`config.mk`:
```
export PLATFORM = sky130hd
export DESIGN_NAME = acc_sobel
export DESIGN_NICKNAME = d
export VERILOG_FILES = /design/src/rtl/acc_pkg.sv /design/src/rtl/sobel_px.sv /design/src/rtl/acc_sobel.sv
export SDC_FILE = /design/constraint.sdc
export NUM_CORES = 1
export LEC_CHECK = 0
export BUFFER_PORTS_ARGS = -buffer_cell sky130_fd_sc_hd__buf_2
export CAP_MARGIN = 20
export CORE_MARGIN = 5
export CORE_UTILIZATION = 45
export DETAILED_ROUTE_END_ITERATION = 6
export PLACE_DENSITY = 0.59
export SETUP_SLACK_MARGIN = 0.05
export SLEW_MARGIN = 10
export SYNTH_ARGS = -nofsm -noshare
export SYNTH_HDL_FRONTEND = slang
export SYNTH_SLANG_ARGS = --single-unit
```
`constraint.sdc`:
```
create_clock -name clk -period 9.7 [get_ports clk]
set_clock_uncertainty 0.05 [all_clocks]
set_input_delay 1.94 -clock clk [delete_from_list [all_inputs] [get_ports clk]]
set_output_delay 1.94 -clock clk [all_outputs]
set_load 0.02 [all_outputs]
```
`src/rtl/acc_pkg.sv`:
```
// Shared constants and types for the image accelerators.
//   IMG_W / IMG_H        : image size in pixels (8-bit pixels)
//   WORDS_PER_ROW        : 32-bit words per image row (4 pixels per word)
//   IMG_WORDS            : words per full image
//   sobel_state_e        : acc_sobel control states
package acc_pkg;

   localparam int IMG_W         = 352;
   localparam int IMG_H         = 288;
   localparam int WORDS_PER_ROW = IMG_W / 4;
   localparam int IMG_WORDS     = WORDS_PER_ROW * IMG_H;

   typedef enum logic [3:0] {
      IDLE,
      ZWR,
      PRE0,
      PRE1,
      PRE2,
      PRE3,
      FET0,
      FET1,
      FET2,
      FET3,
      WR,
      DONE
   } sobel_state_e;

endpackage

```
`src/rtl/sobel_px.sv`:
```
// Sobel gradient magnitude for one pixel.
//   p00..p22 : 3x3 neighbourhood, row-major (p<row><col>), row 0 = y-1, col 0 = x-1
//   mag      : (|Dx| + |Dy|) >> 3
// Purely combinational.
module sobel_px (
   input  logic [7:0] p00,
   input  logic [7:0] p01,
   input  logic [7:0] p02,
   input  logic [7:0] p10,
   input  logic [7:0] p11,
   input  logic [7:0] p12,
   input  logic [7:0] p20,
   input  logic [7:0] p21,
   input  logic [7:0] p22,
   output logic [7:0] mag
);

   function automatic logic signed [10:0] widen(input logic [7:0] v);
      return signed'({3'b000, v});
   endfunction

   function automatic logic [10:0] abs_val(input logic signed [10:0] v);
      return (v < 0) ? $unsigned(-v) : $unsigned(v);
   endfunction

   // Sum of magnitudes is at most 2040, so dropping three LSBs always fits 8 bits.
   function automatic logic [7:0] scale(input logic [10:0] s);
      return 8'(s >> 3);
   endfunction

   logic signed [10:0] dx;
   logic signed [10:0] dy;
   logic        [10:0] sum;

   // The centre tap has zero weight in both kernels.
   logic unused_p11;
   assign unused_p11 = ^p11;

   always_comb begin
      dx  = (widen(p02) + (widen(p12) <<< 1) + widen(p22))
          - (widen(p00) + (widen(p10) <<< 1) + widen(p20));
      dy  = (widen(p20) + (widen(p21) <<< 1) + widen(p22))
          - (widen(p00) + (widen(p01) <<< 1) + widen(p02));
      sum = abs_val(dx) + abs_val(dy);
      mag = scale(sum);
   end

endmodule

```
`src/rtl/acc_sobel.sv`:
```
// Sobel edge-detection accelerator on a shared 16-bit word-addressed memory.
//   clk, reset     : clock, synchronous active-high reset
//   addr           : memory word address
//   dataR          : read data, valid the cycle after a read request
//   dataW          : write data
//   en, we         : memory request / write enable
//   start, finish  : level run request / run complete
// Reads the source image at SRC_BASE, writes the edge image at DST_BASE.
// Outputs are decoded from registered state only.
module acc_sobel
   import acc_pkg::*;
#(
   parameter logic [15:0] SRC_BASE  = 16'(IMG_WORDS),
   parameter logic [15:0] DST_BASE  = 16'd0,
   parameter int          ROW_WORDS = WORDS_PER_ROW,
   parameter int          ROWS      = IMG_H
) (
   input  logic        clk,
   input  logic        reset,
   output logic [15:0] addr,
   input  logic [31:0] dataR,
   output logic [31:0] dataW,
   output logic        en,
   output logic        we,
   input  logic        start,
   output logic        finish
);

   localparam logic [6:0]  LAST_C     = 7'(ROW_WORDS - 1);
   localparam logic [6:0]  PEN_C      = 7'(ROW_WORDS - 2);
   localparam logic [8:0]  LAST_INT_Y = 9'(ROWS - 2);
   localparam logic [15:0] ROW_STRIDE = 16'(ROW_WORDS);

   function automatic logic [15:0] word_addr(input logic [15:0] base,
                                             input logic [8:0]  row,
                                             input logic [6:0]  col);
      return base + 16'({7'd0, row} * ROW_STRIDE) + {9'd0, col};
   endfunction

   sobel_state_e state, state_nxt;
   logic [8:0]   y;
   logic [6:0]   c;

   // Only the last pixel of the previous word and the first pixel of the
   // next word enter the kernels; the next word is kept whole because it
   // becomes the current word.
   logic [2:0][7:0]  win_prev;
   logic [2:0][31:0] win_cur;
   logic [2:0][31:0] win_next;
   logic [2:0][47:0] line;
   logic [3:0][7:0]  px_mag;
   logic [31:0]      sobel_word;

   for (genvar r = 0; r < 3; r++) begin : g_line
      assign line[r] = {win_next[r][7:0], win_cur[r], win_prev[r]};
   end

   // line index 0 = previous pixel, 1..4 = current word, 5 = next pixel.
   for (genvar j = 0; j < 4; j++) begin : g_px
      sobel_px u_px (
         .p00 (line[0][8*j +: 8]),
         .p01 (line[0][8*(j+1) +: 8]),
         .p02 (line[0][8*(j+2) +: 8]),
         .p10 (line[1][8*j +: 8]),
         .p11 (line[1][8*(j+1) +: 8]),
         .p12 (line[1][8*(j+2) +: 8]),
         .p20 (line[2][8*j +: 8]),
         .p21 (line[2][8*(j+1) +: 8]),
         .p22 (line[2][8*(j+2) +: 8]),
         .mag (px_mag[j])
      );
   end

   always_comb begin
      sobel_word = px_mag;
      if (c == 7'd0)   sobel_word[7:0]   = 8'h00;
      if (c == LAST_C) sobel_word[31:24] = 8'h00;
   end

   always_ff @(posedge clk) begin
      if (reset) state <= IDLE;
      else       state <= state_nxt;
   end

   always_comb begin
      state_nxt = state;
      addr      = 16'd0;
      dataW     = 32'd0;
      en        = 1'b0;
      we        = 1'b0;
      finish    = 1'b0;
      case (state)
         IDLE: if (start) state_nxt = ZWR;
         ZWR: begin
            en   = 1'b1;
            we   = 1'b1;
            addr = word_addr(DST_BASE, y, c);
            if (c == LAST_C) state_nxt = (y == 9'd0) ? PRE0 : DONE;
         end
         PRE0: begin
            en = 1'b1; addr = word_addr(SRC_BASE, y - 9'd1, 7'd0); state_nxt = PRE1;
         end
         PRE1: begin
            en = 1'b1; addr = word_addr(SRC_BASE, y, 7'd0); state_nxt = PRE2;
         end
         PRE2: begin
            en = 1'b1; addr = word_addr(SRC_BASE, y + 9'd1, 7'd0); state_nxt = PRE3;
         end
         PRE3: state_nxt = FET0;
         FET0: begin
            en = 1'b1; addr = word_addr(SRC_BASE, y - 9'd1, c + 7'd1); state_nxt = FET1;
         end
         FET1: begin
            en = 1'b1; addr = word_addr(SRC_BASE, y, c + 7'd1); state_nxt = FET2;
         end
         FET2: begin
            en = 1'b1; addr = word_addr(SRC_BASE, y + 9'd1, c + 7'd1); state_nxt = FET3;
         end
         FET3: state_nxt = WR;
         WR: begin
            en    = 1'b1;
            we    = 1'b1;
            addr  = word_addr(DST_BASE, y, c);
            dataW = sobel_word;
            if (c == LAST_C)     state_nxt = (y == LAST_INT_Y) ? ZWR : PRE0;
            // The last column has no right-hand word to fetch.
            else if (c == PEN_C) state_nxt = WR;
            else                 state_nxt = FET0;
         end
         DONE: begin
            finish = 1'b1;
            if (!start) state_nxt = IDLE;
         end
         default: state_nxt = IDLE;
      endcase
   end

   always_ff @(posedge clk) begin
      if (reset) begin
         y <= 9'd0;
         c <= 7'd0;
      end else begin
         case (state)
            IDLE: if (start) begin
               y <= 9'd0;
               c <= 7'd0;
            end
            ZWR: begin
               if (c == LAST_C) begin
                  c <= 7'd0;
                  if (y == 9'd0) y <= 9'd1;
               end else begin
                  c <= c + 7'd1;
               end
            end
            WR: begin
               if (c == LAST_C) begin
                  c <= 7'd0;
                  y <= y + 9'd1;
               end else begin
                  c <= c + 7'd1;
               end
            end
            default: ;
         endcase
      end
   end

   // Each read is captured one state after it is issued.
   always_ff @(posedge clk) begin
      case (state)
         PRE0: win_prev    <= '0;
         PRE1: win_cur[0]  <= dataR;
         PRE2: win_cur[1]  <= dataR;
         PRE3: win_cur[2]  <= dataR;
         FET1: win_next[0] <= dataR;
         FET2: win_next[1] <= dataR;
         FET3: win_next[2] <= dataR;
         WR: begin
            for (int r = 0; r < 3; r++) win_prev[r] <= win_cur[r][31:24];
            win_cur  <= win_next;
            win_next <= '0;
         end
         default: ;
      endcase
   end

endmodule

```
==> results of run 1 <==
==> synthesized netlist by cell type, drive strengths merged, types with 9 or more instances <==
library cell	count	share of area
inv	406	0.058
o21bai	47	0.014
nor2b	40	0.0099
xnor2	226	0.076
xor2	114	0.038
clkbuf	36	0.0052
nor4	15	0.0036
a31oi	9	0.0022
o22ai	9	0.0024
buf	14	0.0027
o21ai	105	0.020
dfxtp	20	0.015
a22oi	14	0.0040
edfxtp	216	0.25
ha	350	0.17
nand3	38	0.0075
or4	9	0.0026
a211o	10	0.0034
a31o	11	0.0037
a21o	50	0.014
and3	24	0.0058
nor2	219	0.032
o31ai	9	0.0026
fa	132	0.10
a211oi	15	0.0045
nand2	321	0.046
o21a	18	0.0052
and2	14	0.0034
or3	20	0.0050
a21oi	191	0.037
nand2b	21	0.0053
nor3	64	0.013
==> kinds of logic (layout without fill, tap and decap cells) <==
logic type	count (synthesis)	after routing
xor+xnor	343	343
compound gates	545	545
simple gates	826	826
flops	236	236
fa+ha+maj	482	482
other cells	0	5
mux	12	12
buf+inv	456	596
==> what timing repair did <==
item                       CTS  global route
gates resized for setup      8            91
pin swaps                    0            41
setup endpoints to repair    5            16
setup buffers                0            39
==> area by class of cell <==
type | instances | area share
inverter | 406 | 0.0524
sequential | 236 | 0.237
timing repair buffer | 141 | 0.0292
clock inverter | 18 | 0.00649
clock buffer | 31 | 0.0237
antenna | 5 | 0.000430
tap | 765 | 0.0329
multi-input combinational | 2208 | 0.618
==> worst max-delay path by stage <==
stage                              from        end  slack [ns]  cells past startpoint
finish               line[25]$_DFFE_PP_  dataW[31]        0.12                     31
global route         line[25]$_DFFE_PP_  dataW[31]       -0.23                     32
CTS                  line[25]$_DFFE_PP_  dataW[15]       -0.02                     28
detailed placement   line[25]$_DFFE_PP_  dataW[15]        0.41                     32
global placement     line[25]$_DFFE_PP_  dataW[15]        0.55                     32
floorplan           line[121]$_DFFE_PP_  dataW[31]        1.12                     30
==> sequential cells by signal (all words and copies together) (netlist names) <==
name	cells
line	144
state	4
win_next	72
c	7
y	9
==> per-stage QoR <==
step | hold WS (ns) | utilization
2_1_floorplan | 0.442 | -
6_report | 0.463 | 0.505
5_1_grt | 0.482 | 0.505
3_5_place_dp | 0.450 | 0.476
3_3_place_gp | 0.445 | 0.476
4_1_cts | 0.460 | 0.492
==> per-layer routing <==
metal | global-route usage | part of all wire | up-vias | routed length (µm)
li1 | - | - | 10100 | -
met1 | 0.303 | 0.44 | 10000 | 32700
met2 | 0.407 | 0.49 | 463 | 36700
met3 | 0.0198 | 0.042 | 122 | 3170
met4 | 0.0664 | 0.032 | 2 | 2400
met5 | 0 | 0.00015 | - | 11
==> worst min-delay path: stages (launching register included) <==
cell and delay (ns):
edfxtp_1 0.32, nand2_1 0.04, nand2_1 0.05
==> layout by cell type, fill, tap and decap left out, types with 8 or more instances in the layout <==
master	count
a31oi_1	8
o21a_1	18
nor4_1	13
xnor2_2	13
buf_2	83
ha_1	341
a211oi_1	14
a21oi_2	16
a211o_1	10
o22ai_1	8
a31o_2	9
nand2b_1	20
fa_1	131
a21o_1	50
xor2_1	108
and3_1	24
buf_4	58
nor3_1	62
xnor2_1	211
o31ai_1	9
nor2_1	214
nand3_1	37
a22oi_1	14
o21ai_0	84
o21bai_1	46
edfxtp_1	216
clkbuf_16	27
nand4_1	8
or4_1	9
o21ai_1	15
inv_1	403
or3_1	18
nand2_1	320
and2_1	14
nor2b_1	37
dfxtp_1	20
a21oi_1	172
==> results.toml, run 1 <==
[layout]
layout.cells.non_filler = 3810
area_growth_syn_to_layout_pct = 11.5
seq_area_um2 = 6890
multi_input_area_um2 = 18000
n_fill_cell = 5387
fin_nets = 3537
fin_area_um2 = 29100
drive_gt1_frac = 0.0964

[placed_design]
gp_congestion = 0.935
dp_cells = 3717
hpwl_um = 60600
dpl-instance-area_um2 = 27400
place_ws_ns = 0.407
portBuffers = 85

[timing]
maxSlewViolCount = 0
fmax_mhz = 104
fin_tns_setup_ns = 0
maxSlewHeadroom = 0.240
finalCritPeriodShare = 0.988
worst_pin_slew_ns = 1.13
setup-violations-final = 0
hold_viol_final = 0
min_period_ns = 9.58
grt_setup_unrepaired = "yes"
setup_ws_ns = 0.115

[synthesis]
ys_seq_elements = 236
syn-num-nets = 3417
synthCells = 2900
synth_top_family_by_area = "adder cells"
synth_warnings = 0
synth_edf_count = 216
synthMuxAreaShare = 0.00499
ys.flop_type = "edfxtp_1"
synth_simple_gate_area_share = 0.146
synth_compound_area_frac = 0.133
ys_types = 87
synth_area_um2 = 26100
synthArstFlopShare = 0
synthAdderAreaFrac = 0.269
avgSynthCellArea_um2 = 9.00
seq_area_frac_synth = 0.264
synth-xor-area-share = 0.117

[worst_setup_path]
r2r_cells = 9
r2r_end = "y[5]$_SDFFE_PP0P_"
cp-start-kind = "flop"
reg2reg_slack_ns = 5.63
crit_path_top_delay_cell = "xor3_2"
endpoint_kind = "output pin"
required_ns = 7.71
cpPeakStageDelay_ns = 0.56
crit_fanout = 8
worst_r2r_startpoint = "state[0]$_SDFFE_PP0P_"
cp.buffers_inverters = 3
critPathKind = "reg2out"
crit_top_cell = "a21oi_2"
cp_top_family = "compound AO/OA/AOI/OAI gates"
cp.arrival_ns = 7.59

[cts]
cts_tree = "done"
clkLatencyLatePin_ns = 0.56
clockBufferDepth = 3
holdBufCountCts = 0
clk_pin_slew_worst_paths_ns = 0.06
htree_levels = 1
clock-sinks = 236
cts_buffers = 27
clockRootBuffer = "clkbuf_16"

[drt]
wl_um = 75000
drc = 0
dr_total_vias = 20800
wl_per_cell_um = 19.7
drtIter0Drc = 1082
ant_nets = 0
via_per_inst = 5.45
firstDrtPassIters = 5

[flow_run]
cap_violations = 0

[die]
start_util = 0.453
coreArea_um2 = 57600
die_h_um = 251
pin_count = 86
die_width_um = 251
die_area_um2 = 62900
placementRows = 88

[global_route]
grt_pass1_vias = 20500
grt_max_degree = 93
antenna_found_initial = 3
grt_pass1_wl_um = 115000
globalRouteOverflowTotal = 0
track_usage = 0.230

[min_path]
hold_class = "reg2reg"
hold_depth = 2
hold_start = "win_next[86]$_DFFE_PP_"
hold_end = "line[126]$_DFFE_PP_"

[status]
status = "completed"
Power of run 1 is not shown: default switching activity piles up to over one toggle a cycle in this logic, so the estimate is an artifact.
==> inputs of run 2 (changes only) <==
Settings changed: SYNTH_HIERARCHICAL set to 1, TNS_END_PERCENT set to 100.
==> results.toml, run 2 <==
[timing]
maxSlewHeadroom = 0.227
worst_pin_slew_ns = 1.16
fin_tns_setup_ns = 0
finalCritPeriodShare = 0.928
setup-violations-final = 0
hold_viol_final = 0
grt_setup_unrepaired = "no"
fmax_mhz = 111
maxSlewViolCount = 0
min_period_ns = 9.00

[drt]
dr_total_vias = 19500
firstDrtPassIters = 7
ant_nets = 0
drc = 0
drtIter0Drc = 1088
via_per_inst = 5.27
wl_um = 70800
wl_per_cell_um = 19.2

[synthesis]
synthTopCellsByCount = "inv_1 (628), nand2_1 (315), fa_1 (267)"
ys.flop_type = "edfxtp_1"
avgSynthCellArea_um2 = 9.29
ys_types = 103
synthCells = 2835
ys_seq_elements = 236
post-synth-top-count-cell = "inv_1"
synth_warnings = 6
synth_top_area_frac = 0.246
yosys-top-cells-area = "edfxtp_1 (25%), fa_1 (20%), ha_1 (11%)"
synth_area_um2 = 26300
seq_area_frac_synth = 0.262
synthArstFlopShare = 0
yosys.area.top_type = "edfxtp_1"
synth_edf_count = 216
syn-num-nets = 3361

[global_route]
globalRouteOverflowTotal = 0
grt_pass1_vias = 20400
grt_use_met3 = 0.0234
antenna_found_initial = 1
grtUsageMet2 = 0.399
busiest_layer = "met2"
track_usage = 0.221
use_met1 = 0.286
grt_pass1_wl_um = 112000
grt_max_degree = 58

[layout]
final_common_cell = "inv_1"
antenna_cells = 0
area_growth_syn_to_layout_pct = 7.96
layout_common_cells = "inv_1 (628), nand2_1 (312), fa_1 (267)"
n_fill_cell = 5458
largest_reg_flops = 144
fin_nets = 3434
drive_gt1_frac = 0.0670

[worst_setup_path]
r2r_end = "line[22]$_DFFE_PP_"
crit_start = "line[127]$_DFFE_PP_"
critPathCapture = "dataW[14]"
cp.arrival_ns = 7.01
r2r_cells = 6
reg2reg_slack_ns = 5.85
cp-start-kind = "flop"
critPathKind = "reg2out"
crit_fanout = 7
required_ns = 7.71
endpoint_kind = "output pin"
worst_r2r_startpoint = "state[3]$_SDFFE_PP0P_"

[cts]
clockRootBuffer = "clkbuf_16"
ctsResizeCount = 0
clk_pin_slew_worst_paths_ns = 0.06
clockBufferDepth = 3
htree_levels = 1
clkLatencyLatePin_ns = 0.54
clock-sinks = 236
cts_tree = "done"
cts_buffers = 25
holdBufCountCts = 0
postCtsSetupRepairBufs = 0

[placed_design]
portBuffers = 85
gp_congestion = 0.952
hpwl_um = 58100

[min_path]
hold_class = "reg2reg"

[die]
die_area_um2 = 63400
start_util = 0.455
coreArea_um2 = 57800
placementRows = 88
die_width_um = 252
die_h_um = 252
pin_count = 86

[flow_run]
cap_violations = 0

[status]
status = "completed"
[run 2: cell count changes after synthesis, moves of 19 or more]
cell      previous run  this run
ha_1               350       224
o21ai_0             96        59
xor2_1             114        72
a21oi_1            189       105
fa_1               132       267
xnor2_1            226       126
nor2_1             218       156
and2_1              14        61
inv_1              406       628
nor2b_1             39        20
o21bai_1            47        11
[run 2: cell type report]
cell class	count	area, µm²	area share
Multi-Input combinational cell	1914	16900	0.594
Inverter	629	2360	0.0831
Tap cell	765	957	0.0337
Clock buffer	27	633	0.0223
Sequential cell	236	6890	0.242
Timing Repair Buffer	102	553	0.0195
Clock inverter	19	138	0.00484
[run 2: per-layer routing]
layer,wire length [µm],part of all wire,up-vias
met5,13,0.00018,-
met4,1920,0.027,2
met3,3170,0.045,97
met2,35500,0.50,452
met1,30200,0.43,9533
li1,-,-,9387
[run 2: worst min path at each step]
| stage | startpoint | cells after the start | endpoint | slack, ns |
|---|---|---|---|---|
| after detailed placement | win_next[46]$_DFFE_PP_ | 2 | line[70]$_DFFE_PP_ | 0.45 |
| after CTS | win_next[46]$_DFFE_PP_ | 2 | line[70]$_DFFE_PP_ | 0.47 |
| after floorplan | win_next[72]$_DFFE_PP_ | 2 | line[112]$_DFFE_PP_ | 0.44 |
| after global routing | win_next[46]$_DFFE_PP_ | 2 | line[70]$_DFFE_PP_ | 0.48 |
| after global placement | win_next[55]$_DFFE_PP_ | 2 | line[79]$_DFFE_PP_ | 0.45 |
| final | win_next[28]$_DFFE_PP_ | 2 | line[36]$_DFFE_PP_ | 0.47 |
[run 2: worst max-delay path, stage by stage, from the launching register on]
cell and delay, ns:
edfxtp_1 0.53, fa_1 0.53, inv_1 0.05, fa_1 0.47, fa_1 0.61, inv_1 0.06, ha_1 0.38, a2111oi_0 0.43
o21ai_1 0.19, a221oi_1 0.64, nand2_1 0.13, o21ai_0 0.11, ha_1 0.25, a31o_2 0.25, a21oi_1 0.22, nor2b_1 0.09
o21a_1 0.23, o41ai_1 0.55, mux2i_1 0.30, o211a_1 0.18, and2_1 0.11, buf_2 0.16
[run 2: per-stage QoR]
step	instance area, µm²	instances	worst slack (ns)	hold WS [ns]	util
after floorplan	26300	2835	1.96	0.442	-
after global placement	27600	3646	1.59	0.447	0.478
after detailed placement	27600	3646	1.44	0.450	0.478
after CTS	28400	3692	0.820	0.468	0.492
after global routing	28400	3692	0.269	0.478	0.492
final	28400	3692	0.701	0.466	0.492
[run 2: cell families after synthesis]
kind of cell / share of synthesized area
adders and majority gates: 0.310
buffers and inverters: 0.0983
muxes: 0.00475
and+or+nand+nor: 0.145
DFF: 0.262
xor gates and xnor gates: 0.0686
AOI/OAI and AO/OA: 0.112
Power of run 2 is left out for the same reason.
